`config.mk`:
```
export PLATFORM = sky130hd
export DESIGN_NAME = ram_arbiter
export DESIGN_NICKNAME = d
export VERILOG_FILES = /design/src/rtl/ram_arbiter.sv
export SDC_FILE = /design/constraint.sdc
export NUM_CORES = 1
export LEC_CHECK = 0
export BUFFER_PORTS_ARGS = -buffer_cell sky130_fd_sc_hd__clkbuf_2
export CAP_MARGIN = 15
export CELL_PAD_IN_SITES_DETAIL_PLACEMENT = 1
export CELL_PAD_IN_SITES_GLOBAL_PLACEMENT = 1
export CORE_ASPECT_RATIO = 1.4
export CORE_MARGIN = 5
export CORE_UTILIZATION = 34
export CTS_CLUSTER_SIZE = 40
export DETAILED_ROUTE_END_ITERATION = 8
export PLACE_DENSITY = 0.82
export SLEW_MARGIN = 30
export SYNTH_ARGS = -nofsm -noshare
export SYNTH_HDL_FRONTEND = slang
export SYNTH_SLANG_ARGS = --single-unit
```
`constraint.sdc`:
```
create_clock -name clk -period 2.8 [get_ports clk]
set_clock_uncertainty 0.1 [all_clocks]
set_input_delay 0.7 -clock clk [delete_from_list [all_inputs] [get_ports clk]]
set_output_delay 0.7 -clock clk [all_outputs]
set_load 0.01 [all_outputs]
```
`src/rtl/ram_arbiter.sv`:
```
// Single-port RAM arbiter between the stack CPU and the host loader. Grants are combinational (0 cycles); read data follows 1 cycle later.
// Contention is resolved round-robin. Host bursts are capped at MAX_BURST while the CPU waits. A loser stays stalled until it is granted.
module ram_arbiter #(
   parameter int DW        = 16,
   parameter int AW        = 12,
   parameter int MAX_BURST = 4
) (
   input  logic          clk,
   input  logic          reset,
   input  logic          cpu_req,
   input  logic          cpu_we,
   input  logic [AW-1:0] cpu_addr,
   input  logic [DW-1:0] cpu_wdata,
   output logic          cpu_gnt,
   output logic          cpu_rvalid,
   input  logic          host_req,
   input  logic          host_we,
   input  logic [AW-1:0] host_addr,
   input  logic [DW-1:0] host_wdata,
   output logic          host_gnt,
   output logic          host_rvalid,
   output logic [DW-1:0] rdata,
   output logic          ram_load,
   output logic [AW-1:0] ram_addr,
   output logic [DW-1:0] ram_d,
   input  logic [DW-1:0] ram_q,
   output logic [15:0]   cpu_stall
);

   localparam logic [1:0] IDLE      = 2'd0;
   localparam logic [1:0] CPU_OWN   = 2'd1;
   localparam logic [1:0] HOST_OWN  = 2'd2;
   localparam logic [3:0] BURST_LIM = 4'(MAX_BURST);

   logic [1:0]    state;
   logic [1:0]    state_nxt;
   logic [3:0]    burst_cnt;
   logic [AW-1:0] addr_hold;
   logic [DW-1:0] d_hold;
   logic [DW-1:0] rdata_hold;

   // Grants are forced low while reset is asserted, so nothing reaches the RAM during reset.
   always_comb begin
      cpu_gnt  = 1'b0;
      host_gnt = 1'b0;
      if (reset) begin
         if (cpu_req && host_req) begin
            if (state == CPU_OWN)
               host_gnt = 1'b1;
            else if (state == HOST_OWN && burst_cnt < BURST_LIM)
               host_gnt = 1'b1;
            else
               cpu_gnt = 1'b1;
         end else begin
            cpu_gnt  = cpu_req;
            host_gnt = host_req;
         end
      end
   end

   always_comb begin
      state_nxt = IDLE;
      if (cpu_gnt)
         state_nxt = CPU_OWN;
      else if (host_gnt)
         state_nxt = HOST_OWN;
   end

   always_comb begin
      ram_addr = addr_hold;
      ram_d    = d_hold;
      ram_load = 1'b0;
      if (cpu_gnt) begin
         ram_addr = cpu_addr;
         ram_d    = cpu_wdata;
         ram_load = cpu_we;
      end else if (host_gnt) begin
         ram_addr = host_addr;
         ram_d    = host_wdata;
         ram_load = host_we;
      end
   end

   assign rdata = (cpu_rvalid || host_rvalid) ? ram_q : rdata_hold;

   // The burst counter only advances while the CPU is waiting, so host-only traffic is never throttled.
   always_ff @(posedge clk or negedge reset) begin
      if (!reset) begin
         state       <= IDLE;
         burst_cnt   <= 4'd0;
         addr_hold   <= '0;
         d_hold      <= '0;
         rdata_hold  <= '0;
         cpu_rvalid  <= 1'b0;
         host_rvalid <= 1'b0;
         cpu_stall   <= 16'd0;
      end else begin
         state       <= state_nxt;
         addr_hold   <= ram_addr;
         d_hold      <= ram_d;
         rdata_hold  <= rdata;
         cpu_rvalid  <= cpu_gnt && !cpu_we;
         host_rvalid <= host_gnt && !host_we;
         if (host_gnt && cpu_req) begin
            if (burst_cnt != 4'hF)
               burst_cnt <= burst_cnt + 4'd1;
         end else begin
            burst_cnt <= 4'd0;
         end
         if (cpu_req && !cpu_gnt && cpu_stall != 16'hFFFF)
            cpu_stall <= cpu_stall + 16'd1;
      end
   end

endmodule

```
-- Word-level counts from Yosys, hierarchy flattened
Cells that the tools add are included.
- equal/unequal tests: 5
- $lt $le $gt $ge: 1
- multiplexer cells: 19
- $add $sub $neg: 2
- reductions and logical operators: 11
- operators with widths (kind ; count):
    2-to-1 mux 16 bit ; 3
    2-to-1 mux 12 bit ; 2
    adder 16 x 1 -> 16 bit (second input constant) ; 1
    inequality test 16 bit (second input constant) ; 1
    2-to-1 mux 1 bit ; 10
    2-to-1 mux 4 bit ; 2
    logical AND 1 bit ; 7
    adder 4 x 1 -> 4 bit (second input constant) ; 1
    < comparator 4 x 3 -> 1 bit (second input constant) ; 1
    2-to-1 mux 2 bit ; 2
    inequality test 4 bit (second input constant) ; 1
    zero test 1 bit ; 3
    == test 2 x 1 -> 1 bit (second input constant) ; 1
    == test 2 bit (second input constant) ; 1
    inequality test 2 x 1 -> 1 bit (second input constant) ; 1
    logical OR 1 bit ; 1
- output and inout port bits: 65
- bits of input ports: 78
- logic and storage cells: 46
- register bits: 68

-- Longest topological paths before layout
Gate-level depths: netlist of run 1.
- word-level depth: 9
- mapped depth: 8
- depth with buffers taken out: 6

-- Worst setup path before layout of run 1
No wires, ideal clock.
- path kind: input-to-output
- start: input port cpu_req
- end: output port ram_addr[0]
- path buffers: 1
- path slack: 0.172 ns
- stages on the path: 5
- required time: 2.000 ns
- arrival time: 1.828 ns
- cells stage by stage: inv_1 o311ai_2 buf_2 mux2i_1 o21ai_0
- cells in the longest elaborated chain, start to end: 5
- elaborated cells on any way between the ends: 7
- those cells by class: mux (6); reduce/logical (1)
- RTL lines (element ; line ; RTL):
    start: declaration ; 10 ; input logic cpu_req,
    logical AND 1 bit ; 47 ; if (cpu_req && host_req) begin
    2-to-1 mux 1 bit ; 47 ;
    2-to-1 mux 1 bit ; 46 ; if (reset) begin
    2-to-1 mux 12 bit ; 77 ; end else if (host_gnt) begin
    2-to-1 mux 12 bit * ; 73 ; if (cpu_gnt) begin
    end: declaration ; 24 ; output logic [AW-1:0] ram_addr,
Mark *: on every way between the ends. The rest lies on a longest branch, timed or not.

-- Worst setup path in the final report of run 1
- start: register state[0]
- end: output port ram_d[6]
- cells in the longest elaborated chain, start to end: 8
- elaborated cells on any way between the ends: 13
- those cells by class: eq/ne (2); mux (10); reduce/logical (1)
- RTL lines (element ; line ; RTL):
    start: declaration ; 35 ; logic [1:0] state;
    start signal: assignment ; 98 ; state <= state_nxt;
    == test 2 bit ; 50 ; else if (state == HOST_OWN && burst_cnt < BURST_LIM)
    logical AND 1 bit ; 50 ;
    2-to-1 mux 1 bit ; 50 ;
    2-to-1 mux 1 bit ; 48 ; if (state == CPU_OWN)
    2-to-1 mux 1 bit ; 47 ;
    2-to-1 mux 1 bit ; 46 ;
    2-to-1 mux 16 bit ; 77 ;
    2-to-1 mux 16 bit * ; 73 ;
    end: declaration ; 25 ; output logic [DW-1:0] ram_d,
Marks and branches as above.

==> out/summary.txt, run 1 <==
dpl ws: -75.4 ps
hold-fix buffer count after cts: 0
Starting Density: 0.350
syn_nets: 342
Final Hold Fails: 0
DR pass1 iterations: 4
simple-gate portion of the synthesized area: 0.129
post-synth top area cell: dfrtp_1
Final period util: 1.04
flop2flop setup slack: 540 ps
largest family of logic cells by synthesized area: multiplexers
post-synthesis adder-cell area fraction: 0.00831
most frequent cells in the layout: clkbuf_2 (120), dfrtp_1 (66), nand2_1 (38)
total power: 3.09 mW
failing checks: setup timing
min setup slack post-route: -125 ps
critical path required time: 2000 ps
crit path max-delay cell type: dfrtp_1
Nets: 521
# IOs: 143
GRT Total Usage: 0.172
die area: 10900 sq um
Die H: 121 um
Worst-path clk slew: 50 ps
initial antenna violation count: 0
power density over the cells: 680 nW/um^2
Final Wtd Congestion: 0.736
post-layout min period: 2930 ps
HP Class: in -> async
first-pass GRT wire length: 14400 um
antenna viol nets, final: 0
cell family with most CP delay: buffers and inverters
Area Overhead vs Synth: 51.0%
Routed WL per cell: 17.5 um
number of global-route vias before repair: 3044
Reg2Reg Launch Point: burst_cnt[2]
critical path capture point type: output port
routed vias/inst: 4.90
RSZ-0062 raised after global routing: yes
Yosys Warn Count: 0
# fillers: 988
Crit. path cell count: 7
Yosys top cell area share: 0.565
largest net degree at the start of global routing: 48
Critical Path Start: state[0]
Clock Sinks: 68
first-iteration detailed-routing DRC count: 49
multi-input logic area: 1310 sq um
Slew Limit Headroom: 0.600
Bufs and invs on worst path: 3
hpwl dp: 6560 um
CTS tree: done
leak pwr: 2.44 nW
max incr delay on CP: 410 ps
cts bufs inserted: 9
drt total wl: 9610 um
Rows: 40
R2R depth: 7
Mapped Avg Cell Area: 11.5 sq um
Clock Path Buffers: 2
worst-path maximum fanout: 8
critical path class: reg -> out
Reg area: 1700 sq um
CP cell instances: and2b_2 -> o311ai_4 -> buf_6 -> buf_12 -> mux2i_1 -> o21ai_1 -> buf_2
f_max: 342 MHz
die width: 89.6 um
leading post-synthesis cells by cell area: dfrtp_1 (56%), mux2i_1 (9.6%), mux2_2 (6.0%)
VDD IR-drop max: 0.356 mV
proportion of layout cells with a drive suffix above 1: 0.530
clock root buffer: clkbuf_16
DR vias: 2693
sequential area share after synthesis: 0.565
Final Setup Violations: 28
status: finished, violations left
port bufs: 142
synthesized flop and latch total: 68
Synth Area in Compound Gates: 0.0681
Startpoint Class: flip-flop
htree depth: 3
CP arrival: 2130 ps
core footprint: 8610 sq um
Max Cap Viol: 0
Netlist cell types: 31
commonest non-fill, non-tap cell in the layout: clkbuf_2
drt drc: 0
synthesized area: 3010 sq um
Worst-Margin Slew: 600 ps
Syn Inst Count: 262
xor/xnor share of the synthesized area: 0.0465
Ant. Diodes: 0
Setup crit end: ram_d[6]
Slew Limit Fails: 0
R2R Path End: cpu_stall[11]
grt ovf: 0
Clock Latency Late Sink: 320 ps
mux contribution to synthesized area: 0.156
final core utilization: 0.528
==> final cells by class <==
type,count,share of cell area
inverters,6,0.00550
well taps,105,0.0289
flip-flops and latches,68,0.375
multi-input cells,176,0.287
clock inverters,2,0.00220
clock buffers,13,0.0572
repair buffers,180,0.245
==> power by group <==
group          switching, mW  internal, mW
clock                  0.381         0.639
combinational          0.413         0.396
sequential             0.108          1.16
total                  0.901          2.19
==> cells by family after synthesis <==
logic type / Yosys count
simple gates: 78
flops: 68
mux: 45
compound gates: 35
buf+inv: 18
xor+xnor: 16
fa+ha+maj: 2
==> cells in the mapped netlist <==
cell and instances:
or2b_2 1, inv_1 6, mux2_2 16, and4_2 1, and2b_2 2, xor2_1 7
mux2i_1 29, nand4b_1 1, o311ai_2 2, nor2b_1 1, buf_2 5, clkbuf_1 6
dfrtp_1 68, nand3_1 7, and3_1 3, nor4b_4 1, buf_6 1, a21oi_1 1
ha_1 2, a22o_1 1, nor2_1 9, or3_1 1, a21o_1 1, nand2_1 38
nor3_1 4, a31oi_1 1, xnor2_1 9, o21ai_0 29, nor3b_1 1, nor4_1 5
nand4_1 3
==> flip-flops by register name, indices dropped and copies added, names as in the netlist <==
name         flops
cpu_stall       16
d_hold          16
rdata_hold      16
addr_hold       12
burst_cnt        4
state            2
cpu_rvalid       1
host_rvalid      1
==> routing by layer <==
layer / vias to the layer above / wire, um / GRT usage / share of wire
li1: 1273 / - / - / -
met1: 1305 / 3650 / 0.199 / 0.38
met2: 102 / 5230 / 0.298 / 0.54
met3: 13 / 615 / 0.0496 / 0.064
met4: 0 / 113 / 0.0559 / 0.012
met5: - / 0 / 0 / 0
==> worst reg2reg max path, delay by kind of cell (launching register included) <==
family                    cells  cell delay (ps)
AOI/OAI and AO/OA             2              440
xor gates and xnor gates      1              190
buffers and inverters         2              270
DFF                           1              420
and+or+nand+nor               2              750
==> worst min-delay path by stage <==
stage                   from             to  slack [ps]  depth (start not counted)
2_1_floorplan          reset   addr_hold[0]         300                          0
3_3_place_gp   cpu_stall[11]  cpu_stall[11]         380                          1
3_5_place_dp   rdata_hold[4]  rdata_hold[4]         390                          1
4_1_cts                reset   burst_cnt[0]         360                          2
5_1_grt                reset   burst_cnt[1]         390                          2
6_report               reset   burst_cnt[0]         370                          2
==> metrics by stage <==
step	cell area (sq um)	cells	hold slack [ps]	TNS, ps
global route	4550	550	395	-4500
detailed placement	3900	506	386	-386
global placement	3900	506	376	-60.2
CTS	4350	538	363	-2170
floorplan	3010	262	304	0
finish	4550	550	373	-1950
==> timing repair <==
action | 4_1_cts | 5_1_grt
gates cloned | 2 | 3
resized for setup | 34 | 45
setup endpoints to repair | 29 | 30
pin swaps | 15 | 15
setup buffers | 15 | 10
Note: power is estimated with default switching activity, not from simulation.
==> inputs of run 2 (changes only) <==
GPL_TIMING_DRIVEN = 0   (was not set)
MAX_ROUTING_LAYER = met4   (was not set)
==> run 2 against run 1 <==
The flow still finishes with violations (setup timing); non-clock buffer count did not move; wire length down 5.5%; first-iteration DRC count is 6.1% lower; worst setup slack improved by 9.2 ps; fmax rose by 0.32%; cell area shrank 1.6%; die area stayed put; sequential share of layout area grew 0.60 points; final cell count stayed put; largest cell class unchanged; combinational power decreased by 3.6%; flip-flop and latch count is the same.
==> out/summary.txt, run 2 (same netlist as run 1, synthesis figures left out) <==
status: finished, violations left (unchanged)
Starting Density: 0.350 (unchanged)
Reg2Reg Launch Point: burst_cnt[2] (unchanged)
first-pass GRT wire length: 13900 um (was 14400 um)
clock root buffer: clkbuf_16 (unchanged)
leak pwr: 2.41 nW (was 2.44 nW)
Max Cap Viol: 0 (unchanged)
flop2flop setup slack: 540 ps (about the same)
Final period util: 1.04 (about the same)
Crit. path cell count: 8 (was 7)
die area: 10900 sq um (unchanged)
commonest non-fill, non-tap cell in the layout: clkbuf_2 (unchanged)
first-iteration detailed-routing DRC count: 46 (was 49)
largest net degree at the start of global routing: 41 (was 48)
Worst-Margin Slew: 593 ps (was 600 ps)
post-layout min period: 2920 ps (was 2930 ps)
RSZ-0062 raised after global routing: yes (unchanged)
most frequent CP cell: buf_6
Setup crit end: ram_d[4] (was ram_d[6])
hpwl dp: 6780 um (was 6560 um)
CP cell instances: nor4b_4 -> buf_4 -> o311ai_4 -> buf_6 -> buf_6 -> mux2i_1 -> o21ai_1 -> clkbuf_2 (was and2b_2 -> o311ai_4 -> buf_6 -> buf_12 -> mux2i_1 -> o21ai_1 -> buf_2)
failing checks: setup timing (unchanged)
CP arrival: 2120 ps (was 2130 ps)
biggest registers after layout: cpu_stall (16), d_hold (16), rdata_hold (16) (unchanged)
power density over the cells: 683 nW/um^2 (was 680 nW/um^2)
Reg area: 1700 sq um (unchanged)
drt total wl: 9080 um (was 9610 um)
DR pass1 iterations: 4 (unchanged)
Hold Slack: 190 ps (was 373 ps)
Ant. Diodes: 0 (unchanged)
multi-input logic area: 1290 sq um (was 1310 sq um)
cell family with most CP delay: buffers and inverters (unchanged)
Final Setup Violations: 25 (was 28)
Final Hold Fails: 0 (unchanged)
GRT Total Usage: 0.172 (about the same)
dpl ws: -605 ps (was -75.4 ps)
Worst-path clk slew: 50 ps (about the same)
number of global-route vias before repair: 2978 (was 3044)
Critical Path Start: burst_cnt[2] (was state[0])
# fillers: 981 (was 988)
Startpoint Class: flip-flop (unchanged)
crit path max-delay cell type: dfrtp_2 (was dfrtp_1)
min setup slack post-route: -116 ps (was -125 ps)
Slew Limit Fails: 0 (unchanged)
Final Wtd Congestion: 0.749 (was 0.736)
proportion of layout cells with a drive suffix above 1: 0.521 (was 0.530)
Clock Path Buffers: 2 (unchanged)
R2R Path End: cpu_stall[14] (was cpu_stall[11])
Clock Latency Late Sink: 330 ps (was 320 ps)
critical path capture point type: output port (unchanged)
hold-fix buffer count after cts: 0 (unchanged)
Clock Sinks: 68 (unchanged)
R2R depth: 7 (unchanged)
max incr delay on CP: 430 ps (was 410 ps)
core footprint: 8610 sq um (unchanged)
Slew Limit Headroom: 0.601 (was 0.600)
most frequent cells in the layout: clkbuf_2 (122), dfrtp_1 (66), nand2_1 (37) (was clkbuf_2 (120), dfrtp_1 (66), nand2_1 (38))
total power: 3.06 mW (was 3.09 mW)
# IOs: 143 (unchanged)
worst-path maximum fanout: 6 (was 8)
VDD IR-drop max: 0.379 mV (was 0.356 mV)
htree depth: 3 (unchanged)
Nets: 521 (unchanged)
Bufs and invs on worst path: 4 (was 3)
antenna viol nets, final: 0 (unchanged)
CTS tree: done (unchanged)
Placed Area: 3880 sq um (was 3900 sq um)
DR vias: 2654 (was 2693)
drt drc: 0 (unchanged)
Area Overhead vs Synth: 48.6% (was 51.0%)
cts bufs inserted: 9 (unchanged)
Rows: 40 (unchanged)
critical path required time: 2000 ps (about the same)
cell area after layout: 4480 sq um (was 4550 sq um)
HP Class: in -> async (unchanged)
die width: 89.6 um (unchanged)
port bufs: 142 (unchanged)
Routed WL per cell: 16.5 um (was 17.5 um)
initial antenna violation count: 0 (unchanged)
f_max: 343 MHz (was 342 MHz)
Die H: 121 um (unchanged)
critical path class: reg -> out (unchanged)
routed vias/inst: 4.83 (was 4.90)
grt ovf: 0 (unchanged)
[run 2: cell count changes in the layout (fill, tap and decap cells not counted), moves of 2 or more]
cell       change
buf_16         -2
buf_4          -5
buf_6          +3
buf_8          +3
clkbuf_16      -2
clkbuf_2       +2
o21ai_1        +4
o21ai_2        -4
[run 2: final cells by class]
class	instances	area share
clock inverter	2	0.00224
multi-input combinational	176	0.288
inverter	6	0.00503
timing repair buffer	169	0.211
clock buffer	13	0.0581
buffer	11	0.0251
sequential	68	0.381
tap	105	0.0293
[run 2: worst min path at each step]
stage                               from              to  depth (start not counted)
after floorplan                    reset    addr_hold[0]                          0
after global placement    rdata_hold[15]  rdata_hold[15]                          1
after detailed placement   rdata_hold[4]   rdata_hold[4]                          1
after CTS                          reset   cpu_stall[11]                          1
after global routing               reset   cpu_stall[11]                          1
final                              reset   cpu_stall[11]                          1
[run 2: per-layer routing]
metal | wire length, um | vias up | GRT usage
met5 | 0 | - | -
li1 | - | 1265 | -
met4 | 163 | 0 | 0.0726
met2 | 5060 | 97 | 0.306
met1 | 3350 | 1280 | 0.183
met3 | 509 | 12 | 0.0279
[run 2: report_power, final]
part / internal [mW] / switching (mW)
Combinational: 0.383 / 0.397
Clock: 0.639 / 0.385
Sequential: 1.16 / 0.0986
Total: 2.18 / 0.881
[run 2: repair_timing]
item	in CTS	in global routing
pin swaps	7	16
setup endpoints to repair	41	29
setup buffers	8	16
resized for setup	59	43
cloned	3	0
[run 2: stage by stage]
stage                      util  cells  TNS [ps]
after floorplan               -    262         0
after global placement    0.448    509    -76330
after detailed placement  0.450    510    -16290
after CTS                 0.501    535     -2280
after global routing      0.520    550     -3860
final                     0.520    550      -990
